===== config.mk =====
export PLATFORM = sky130hd
export DESIGN_NAME = uart_frame_parser
export DESIGN_NICKNAME = d
export VERILOG_FILES = /design/src/rtl/uart_frame_parser.sv
export SDC_FILE = /design/constraint.sdc
export NUM_CORES = 1
export LEC_CHECK = 0
export ABC_CLOCK_PERIOD_IN_PS = 3900
export CAP_MARGIN = 20
export CELL_PAD_IN_SITES_DETAIL_PLACEMENT = 0
export CELL_PAD_IN_SITES_GLOBAL_PLACEMENT = 1
export CORE_ASPECT_RATIO = 0.5
export CORE_MARGIN = 1
export CORE_UTILIZATION = 40
export CTS_CLUSTER_DIAMETER = 80
export DETAILED_ROUTE_END_ITERATION = 8
export GPL_ROUTABILITY_DRIVEN = 0
export HOLD_SLACK_MARGIN = 0.08
export PLACE_DENSITY_LB_ADDON = 0.1
export SLEW_MARGIN = 15
export SYNTH_ARGS = -nofsm -noshare
export SYNTH_HDL_FRONTEND = slang
export SYNTH_SLANG_ARGS = --single-unit

===== constraint.sdc =====
create_clock -name clk -period 3.9 [get_ports clk]
set_input_delay 1.17 -clock clk [delete_from_list [all_inputs] [get_ports clk]]
set_output_delay 1.17 -clock clk [all_outputs]
set_load 0.01 [all_outputs]

===== src/rtl/uart_frame_parser.sv =====
// uart_frame_parser: assembles SOF/LEN/payload/CHK frames from the uart_rx
// character strobe stream. Each payload is buffered until its parity and
// checksum checks pass, then released over a valid/ready stream.
// Malformed frames are dropped and reported through frm_err/err_code.
module uart_frame_parser #(
  parameter int                    DATA_WIDTH = 7,
  parameter int                    MAX_LEN    = 16,
  parameter logic [DATA_WIDTH-1:0] SOF        = 7'h55,
  parameter int                    TIMEOUT    = 4096
) (
  input  logic                  clk,
  input  logic                  rst,
  input  logic                  in_vld,
  input  logic [DATA_WIDTH-1:0] in_data,
  input  logic                  in_prity_vld,
  output logic                  out_vld,
  output logic [DATA_WIDTH-1:0] out_data,
  output logic                  out_last,
  input  logic                  out_rdy,
  output logic                  frm_ok,
  output logic                  frm_err,
  output logic [2:0]            err_code,
  output logic                  busy
);

  localparam int IDX_W = (MAX_LEN > 1) ? $clog2(MAX_LEN) : 1;
  localparam int TMR_W = $clog2(TIMEOUT + 1);

  localparam logic [DATA_WIDTH-1:0] MAX_LEN_C = DATA_WIDTH'(MAX_LEN);
  localparam logic [DATA_WIDTH-1:0] ZERO_C    = {DATA_WIDTH{1'b0}};
  localparam logic [DATA_WIDTH-1:0] ONE_C     = {{(DATA_WIDTH-1){1'b0}}, 1'b1};
  localparam logic [TMR_W-1:0]      TIMEOUT_C = TMR_W'(TIMEOUT);
  localparam logic [IDX_W-1:0]      IDX0_C    = {IDX_W{1'b0}};

  localparam logic [2:0] ERR_PARITY  = 3'd1;
  localparam logic [2:0] ERR_LEN     = 3'd2;
  localparam logic [2:0] ERR_CHKSUM  = 3'd3;
  localparam logic [2:0] ERR_TIMEOUT = 3'd4;
  localparam logic [2:0] ERR_OVERRUN = 3'd5;

  typedef enum logic [2:0] {
    ST_IDLE    = 3'd0,
    ST_LEN     = 3'd1,
    ST_PAYLOAD = 3'd2,
    ST_CHK     = 3'd3,
    ST_DRAIN   = 3'd4
  } state_t;

  // Checksum accumulation: modulo 2^DATA_WIDTH, carries discarded.
  function automatic logic [DATA_WIDTH-1:0] sum_add(input logic [DATA_WIDTH-1:0] a,
                                                    input logic [DATA_WIDTH-1:0] b);
    return a + b;
  endfunction

  state_t                state_r;
  logic [DATA_WIDTH-1:0] len_r;
  logic [DATA_WIDTH-1:0] sum_r;
  logic [DATA_WIDTH-1:0] wr_idx_r;
  logic [DATA_WIDTH-1:0] rd_idx_r;
  logic [TMR_W-1:0]      timer_r;
  logic [DATA_WIDTH-1:0] buf_r [MAX_LEN];
  logic                  out_vld_r;
  logic [DATA_WIDTH-1:0] out_data_r;
  logic                  out_last_r;
  logic                  frm_ok_r;
  logic                  frm_err_r;
  logic [2:0]            err_code_r;
  logic                  busy_r;

  logic                  wr_en_s;
  logic                  xfer_s;
  logic [DATA_WIDTH-1:0] rd_nxt_s;

  assign out_vld  = out_vld_r;
  assign out_data = out_data_r;
  assign out_last = out_last_r;
  assign frm_ok   = frm_ok_r;
  assign frm_err  = frm_err_r;
  assign err_code = err_code_r;
  assign busy     = busy_r;

  // Buffer write enable, output handshake and next read index.
  always_comb begin
    wr_en_s  = 1'b0;
    xfer_s   = out_vld_r & out_rdy;
    rd_nxt_s = rd_idx_r + ONE_C;
    if ((state_r == ST_PAYLOAD) && in_vld && in_prity_vld) begin
      wr_en_s = 1'b1;
    end else begin
      wr_en_s = 1'b0;
    end
  end

  // Payload storage: written only in PAYLOAD, read only in DRAIN.
  always_ff @(posedge clk) begin
    if (wr_en_s) begin
      buf_r[wr_idx_r[IDX_W-1:0]] <= in_data;
    end
  end

  // Frame FSM with registered stream outputs, pulses and error code.
  always_ff @(posedge clk or posedge rst) begin
    if (rst) begin
      state_r    <= ST_IDLE;
      len_r      <= ZERO_C;
      sum_r      <= ZERO_C;
      wr_idx_r   <= ZERO_C;
      rd_idx_r   <= ZERO_C;
      timer_r    <= {TMR_W{1'b0}};
      out_vld_r  <= 1'b0;
      out_data_r <= ZERO_C;
      out_last_r <= 1'b0;
      frm_ok_r   <= 1'b0;
      frm_err_r  <= 1'b0;
      err_code_r <= 3'd0;
      busy_r     <= 1'b0;
    end else begin
      frm_ok_r  <= 1'b0;
      frm_err_r <= 1'b0;
      case (state_r)
        ST_IDLE: begin
          timer_r <= {TMR_W{1'b0}};
          if (in_vld && in_prity_vld && (in_data == SOF)) begin
            state_r <= ST_LEN;
            busy_r  <= 1'b1;
          end
        end
        ST_LEN, ST_PAYLOAD, ST_CHK: begin
          if (in_vld) begin
            timer_r <= {TMR_W{1'b0}};
            if (!in_prity_vld) begin
              state_r    <= ST_IDLE;
              busy_r     <= 1'b0;
              frm_err_r  <= 1'b1;
              err_code_r <= ERR_PARITY;
            end else begin
              case (state_r)
                ST_LEN: begin
                  if ((in_data == ZERO_C) || (in_data > MAX_LEN_C)) begin
                    state_r    <= ST_IDLE;
                    busy_r     <= 1'b0;
                    frm_err_r  <= 1'b1;
                    err_code_r <= ERR_LEN;
                  end else begin
                    len_r    <= in_data;
                    sum_r    <= in_data;
                    wr_idx_r <= ZERO_C;
                    state_r  <= ST_PAYLOAD;
                  end
                end
                ST_PAYLOAD: begin
                  sum_r    <= sum_add(sum_r, in_data);
                  wr_idx_r <= wr_idx_r + ONE_C;
                  if ((wr_idx_r + ONE_C) == len_r) begin
                    state_r <= ST_CHK;
                  end
                end
                ST_CHK: begin
                  if (in_data == sum_r) begin
                    frm_ok_r   <= 1'b1;
                    rd_idx_r   <= ZERO_C;
                    out_vld_r  <= 1'b1;
                    out_data_r <= buf_r[IDX0_C];
                    out_last_r <= (len_r == ONE_C);
                    state_r    <= ST_DRAIN;
                  end else begin
                    state_r    <= ST_IDLE;
                    busy_r     <= 1'b0;
                    frm_err_r  <= 1'b1;
                    err_code_r <= ERR_CHKSUM;
                  end
                end
                default: begin
                  state_r <= ST_IDLE;
                  busy_r  <= 1'b0;
                end
              endcase
            end
          end else if (timer_r == TIMEOUT_C) begin
            state_r    <= ST_IDLE;
            busy_r     <= 1'b0;
            frm_err_r  <= 1'b1;
            err_code_r <= ERR_TIMEOUT;
          end else begin
            timer_r <= timer_r + 1'b1;
          end
        end
        ST_DRAIN: begin
          // A character arriving while draining is dropped, never parsed.
          if (in_vld) begin
            frm_err_r  <= 1'b1;
            err_code_r <= ERR_OVERRUN;
          end
          if (xfer_s) begin
            if (out_last_r) begin
              state_r    <= ST_IDLE;
              busy_r     <= 1'b0;
              out_vld_r  <= 1'b0;
              out_last_r <= 1'b0;
            end else begin
              rd_idx_r   <= rd_nxt_s;
              out_data_r <= buf_r[rd_nxt_s[IDX_W-1:0]];
              out_last_r <= (rd_nxt_s == (len_r - ONE_C));
            end
          end
        end
        default: begin
          state_r   <= ST_IDLE;
          busy_r    <= 1'b0;
          out_vld_r <= 1'b0;
        end
      endcase
    end
  end

endmodule


==> impl_metrics.tcl, run 1 <==
set metrics [dict create \
    status "finished, final reports clean" \
    path_cells "clkdlybuf4s50_1 -> ha_1 -> nor4_1 -> nand3_1 -> nor3_1 -> buf_4 -> nor2_1 -> o21ai_0 -> o21ai_0" \
    cts_tree "yes" \
    grt_pass1_vias 4964 \
    root_buffer "clkbuf_16" \
    ys_dominant_reg_cell "edfxtp_1" \
    min_from "out_data[6]" \
    core-area_sq_mm 0.01883 \
    routed_wl_um 18290 \
    pin_count 27 \
    critPathRequiredTime_ns 4.20 \
    nets 661 \
    antenna_found_initial 0 \
    setup.worst_path.start "in_data[1]" \
    hold_buffers 0 \
    fin_tns_setup_ns 0 \
    yosysWarnings 0 \
    grt_pass1_wl_um 28820 \
    diodes 0 \
    wire_per_inst_um 20.21 \
    slowest_delay_ns 0.68 \
    io_buffer_count 26 \
    syn_to_final_growth_pct 17.58 \
    period_needed_ns 3.436 \
    cts.sinks 171 \
    yosys_register_bits 171 \
    critical_path_class "in2reg" \
    power_density_mw_per_mm2 511.0 \
    cap_violations 0 \
    fin_crit_sh 0.8811 \
    detail-route-antenna-nets 0 \
    worst-slew-pin-transition_ns 0.9736 \
    num_vias 4848 \
    ys_seq_area_frac 0.6154 \
    post-place-ws_ns 0.08261 \
    skew_ns 0.007252 \
    grt_max_degree 34 \
    synthCells 572 \
    utilization 0.4910 \
    grt_overflow 0 \
    fmaxAchievable_mhz 291.0 \
    p_total_mw 4.725 \
    worstSetupStartpointType "input port" \
    syn_avg_cell_area_sq_um 13.75 \
    start_util 0.4176 \
    nFillCells 1680 \
    synthesis.area_sq_mm 0.007864 \
    relSlewSlack 0.3486 \
    hold_violations 0 \
    grt_usage 0.1946 \
    post-dp-hpwl_um 12760 \
    drive_gt1_frac 0.1842 \
    slew_viol_final 0 \
    clk_pin_slew_ns 0.07 \
    via_per_inst 5.357 \
    htreeDepth 4 \
    holdCritPathClass "reg2reg" \
    worst-path-buf-inv 2 \
    rows 35 \
    async_flop_share 0.3450 \
    post_cts_buffers 0 \
    die_y_um 101.1 \
    whs_ns 0.4869 \
    cts_made_buffers 17 \
    cts_buffer_depth 2 \
    cp-end-kind "register" \
    r2r-start "state_r[1]" \
    synthesis.nets 600 \
    crit_fanout 11 \
    p_leak_nw 3.437 \
    path_delay_family "simple AND/OR/NAND/NOR gates" \
    synth_edf_count 112 \
    first_iter_violations 222 \
    setup_viol 0 \
    die_area_sq_mm 0.02026 \
    synth.distinct_cells 57 \
    dr.pass1.iters 5 \
    die_w_um 200.3 \
    critPathSlowestCell "clkdlybuf4s50_1" \
    clk_latency_ns 0.43 \
    setup_slack_ns 0.4639 \
    worstPathArrival_ns 3.74 \
    cp_common_cell "o21ai_0" \
    ir_worst_vdd_mv 0.3472 \
    rsz0062_at_grt "no" \
    cts_resized 0 \
    drc 0 \
]
-- cell usage after synthesis, drive strengths merged, types with 5 or more instances --
library cell	instances	area share
nor2	41	0.020
edfxtp	112	0.43
clkbuf	16	0.0076
nor4	7	0.0064
nand2	53	0.026
and2	7	0.0059
o31ai	5	0.0054
buf	8	0.0065
mux4	35	0.10
nand3	29	0.018
ha	15	0.024
dfrtp	59	0.19
o21ai	27	0.017
mux2	9	0.013
nor3	16	0.010
xor2	16	0.018
inv	20	0.0095
and3	8	0.0064
xnor2	20	0.022
a21oi	12	0.0076
-- power by group --
part	leakage, nW	internal [mW]	switching, mW
clock	0.290	0.999	0.758
combinational	1.35	0.393	0.402
sequential	1.80	2.04	0.135
-- per-stage QoR --
step / area [sq um] / cells
after detailed placement: 8638 / 873
final: 9246 / 905
after floorplan: 7864 / 572
after global placement: 8638 / 873
after CTS: 9246 / 905
after global routing: 9246 / 905
-- kinds of logic after synthesis --
group	count (synthesis)	synth area share
AND/OR/NAND/NOR	189	0.1189
flip-flops	171	0.6154
AO/OA/AOI/OAI	68	0.05426
multiplexers	47	0.1184
buffers and inverters	44	0.02371
XOR/XNOR	37	0.04296
adder cells (fa/ha/maj)	16	0.02641
-- cell type report --
class / instances / area (sq um) / area share
sequential: 171 / 4841 / 0.5235
multi-input combinational: 357 / 2838 / 0.3069
inverter: 20 / 75.07 / 0.008119
clock inverter: 12 / 151.4 / 0.01637
tap: 259 / 324.1 / 0.03505
timing repair buffer: 66 / 560.5 / 0.06062
clock buffer: 20 / 456.7 / 0.04939
-- per-layer routing --
layer	vias to the layer above	track usage	share of wire
met2	74	0.3120	0.46
met5	-	0	0
met3	15	0.04376	0.039
li1	2263	-	-
met1	2496	0.2683	0.49
met4	0	0.05931	0.011
-- flip-flops by register name, summed over array words and instances (netlist names), 3 cells and up --
register	flops
buf_r	112
timer_r	13
len_r	7
out_data	7
rd_idx_r	7
sum_r	7
wr_idx_r	7
err_code	3
state_r	3
-- tightest hold or removal path, delay by kind of cell, from the launching register on --
family           cells  cell delay (ns)
AND/OR/NAND/NOR      2             0.11
flip-flops           1             0.34
-- worst paths after layout --
check                         endpoint  slack (ns)  cells after the start
min in group asynchronous  rd_idx_r[5]        1.04                      2
max in group asynchronous  wr_idx_r[3]        2.13                      3
setup / recovery           rd_idx_r[2]        0.46                      9
setup reg to reg           buf_r[2][5]        1.29                      6
hold / removal             out_data[6]        0.49                      2
hold reg to reg            out_data[6]        0.49                      2
-- cells in the final DEF (no fill, tap or decap), types with 19 or more instances in the layout --
cell type,instances
buf_4,40
clkdlybuf4s50_1,26
dfrtp_1,58
edfxtp_1,112
inv_1,19
mux4_2,32
nand2_1,52
nand3_1,29
nor2_1,41
xnor2_1,20
Power figures use the tool's default switching activity.
==> inputs of run 2 (changes only) <==
- ABC_AREA: unset -> 1
==> run 2 against run 1 <==
  * Maximum frequency is 13% higher
  * First-iteration DRC count rose by 82%
  * Area after synthesis rose by 5.8%
  * Register-to-register slack better by 0.11 ns
  * Sequential share of layout area is 2.0 points lower
  * Setup slack gained 0.40 ns
  * Sequential power rose by 6%
  * Worst hold slack lost 0.0075 ns
  * Largest cell class unchanged
==> impl_metrics.tcl, run 2 <==
set metrics [dict create \
    synth_area_leaders "edfxtp_1, dfrtp_1, nand2_1, nor2_1, o21ai_0" \
    synth_edf_count 112 \
    cp_common_cell "nand2_1" \
    cts_tree "yes" \
    synthesis.area_sq_mm 0.008319 \
    cts_buffer_depth 2 \
    rsz0062_at_grt "no" \
    clk_pin_slew_ns 0.07 \
    htreeDepth 4 \
    ys_seq_area_frac 0.5817 \
    grt_overflow 0 \
    critical_path_class "in2reg" \
    worst-path-buf-inv 1 \
    status "finished, final reports clean" \
    relSlewSlack 0.3756 \
    detail-route-antenna-nets 0 \
    routed_wl_um 20830 \
    grt_pass1_wl_um 33640 \
    hold_buffers 0 \
    via_per_inst 5.138 \
    crit_fanout 6 \
    root_buffer "clkbuf_16" \
    hold_violations 0 \
    pin_count 27 \
    critPathSlowestCell "clkdlybuf4s50_1" \
    die_w_um 206.0 \
    dpl_cell_area_sq_mm 0.009002 \
    core-area_sq_mm 0.01991 \
    wire_per_inst_um 17.23 \
    final_common_cell "nand2_1" \
    power_density_mw_per_mm2 560.2 \
    design_area_sq_mm 0.009623 \
    drc 0 \
    worstSetupStartpointType "input port" \
    synth_most_common_cell "nand2_1" \
    nets 958 \
    seqPwrFrac 0.424 \
    fmaxAchievable_mhz 329.8 \
    path_delay_family "simple AND/OR/NAND/NOR gates" \
    rows 36 \
    worst-slew-pin-transition_ns 0.9320 \
    combPwrFrac 0.249 \
    antenna_found_initial 0 \
    first_iter_violations 403 \
    synthesis.nets 908 \
    synthTopCellsByCount "nand2_1, nor2_1, edfxtp_1" \
    dr.pass1.iters 4 \
    largest_register_ffs 112 \
    highest_layer "met4" \
    yosys_register_bits 171 \
    cap_violations 0 \
    final_cell_mix "nand2_1, nor2_1, edfxtp_1" \
    io_buffer_count 26 \
    num_vias 6212 \
    cts.sinks 171 \
    post-dp-hpwl_um 14080 \
    worstPathArrival_ns 3.39 \
    worstRegToRegCells 9 \
    grt_pass1_vias 5971 \
    critPathRequiredTime_ns 4.25 \
    wl_met1_um 10530 \
    cp-end-kind "register" \
    p_sw_mw 1.828 \
    pwr-share-clk 0.327 \
    fin_crit_sh 0.7774 \
    grt_max_degree 59 \
    slew_viol_final 0 \
    ir_worst_vdd_mv 0.3635 \
    wl_met2_um 9310 \
    dr_wl_met3_um 760 \
    cts_resized 0 \
    period_needed_ns 3.032 \
    clk_latency_ns 0.43 \
    p_leak_nw 3.762 \
    critical_path_depth 10 \
    ys_dominant_reg_cell "edfxtp_1" \
    skew_ns 0.008046 \
    yosysTopAreaCell "edfxtp_1" \
    synth.distinct_cells 45 \
    nFillCells 1923 \
    drive_gt1_frac 0.1007 \
    syn_avg_cell_area_sq_um 9.454 \
    diodes 0 \
    start_util 0.4179 \
    fin_tns_setup_ns 0 \
    holdPathStages 2 \
    holdCritPathClass "reg2reg" \
    yosysTopAreaCellShare 0.4043 \
    internal_power_mw 3.562 \
    path_cells "clkdlybuf4s50_1 -> ha_1 -> nor2_1 -> and2_1 -> nand2_1 -> nor2_1 -> nand2_1 -> a21oi_1 -> nand2_1 -> o21ai_0" \
    cts_made_buffers 17 \
    die_area_sq_mm 0.02141 \
    synthCells 880 \
    slowest_delay_ns 0.57 \
    die_y_um 104.0 \
    switching_share 0.3392 \
    grt_usage 0.2072 \
    post_cts_buffers 0 \
    async_flop_share 0.3450 \
    syn_to_final_growth_pct 15.67 \
    yosysWarnings 0 \
    setup_viol 0 \
]
## run 2: power groups by stage
| stage | registers, mW | logic [mW] | clock network (mW) |
|---|---|---|---|
| floorplan | 2.31 | 0.918 | 0 |
| global placement | 2.32 | 1.34 | 0 |
| detailed placement | 2.32 | 1.35 | 0 |
| CTS | 2.29 | 1.35 | 1.80 |
| global route | 2.32 | 1.54 | 1.86 |
| finish | 2.29 | 1.34 | 1.76 |
## run 2: cell type report
class	count	area [sq um]	area share
sequential	171	4841	0.5031
multi-input combinational	611	3054	0.3174
timing repair buffer	59	508.0	0.05279
clock buffer	18	439.2	0.04564
tap	266	332.8	0.03459
inverter	70	266.5	0.02769
clock inverter	14	181.4	0.01885
## run 2: final timing paths
check	startpoint	slack, ns	endpoint
worst max-delay path	in_data[4]	0.87	rd_idx_r[4]
worst min-delay path	out_data[1]	0.48	out_data[1]
worst max register to register	rd_idx_r[0]	1.40	out_data[0]
worst min register to register	out_data[1]	0.48	out_data[1]
max in group asynchronous	rst	2.10	wr_idx_r[5]
min in group asynchronous	rst	1.13	state_r[2]
## run 2: tightest hold or removal path, cell delays in order, from the launching register on
cell and delay (ns):
dfrtp_1 0.35, nand2_1 0.05, nand2_1 0.05
## run 2: cells by family after synthesis
kind of cell | count (synthesis) | synth area share
XOR/XNOR | 15 | 0.01760
buffers and inverters | 98 | 0.05113
flip-flops | 171 | 0.5817
AO/OA/AOI/OAI | 150 | 0.1018
AND/OR/NAND/NOR | 430 | 0.2227
adder cells (fa/ha/maj) | 16 | 0.02497
## run 2: layer usage
metal  track usage  up-vias
li1              -     3106
met1        0.3080     2997
met2        0.3097       91
met3       0.03697       18
met4       0.05410        0
met5             0        -
## run 2: per-stage QoR
| stage | worst slack (ns) | hold slack [ns] | std cells | total power, mW | util |
|---|---|---|---|---|---|
| 6_report | 0.8683 | 0.4794 | 1209 | 5.391 | 0.4833 |
| 3_5_place_dp | 0.4573 | 0.4668 | 1177 | 3.668 | 0.4522 |
| 2_1_floorplan | 1.274 | 0.4529 | 880 | 3.227 | - |
| 3_3_place_gp | 0.5010 | 0.4680 | 1177 | 3.660 | 0.4522 |
| 5_1_grt | 0.6538 | 0.5050 | 1209 | 5.721 | 0.4833 |
| 4_1_cts | 0.9068 | 0.4891 | 1209 | 5.439 | 0.4833 |
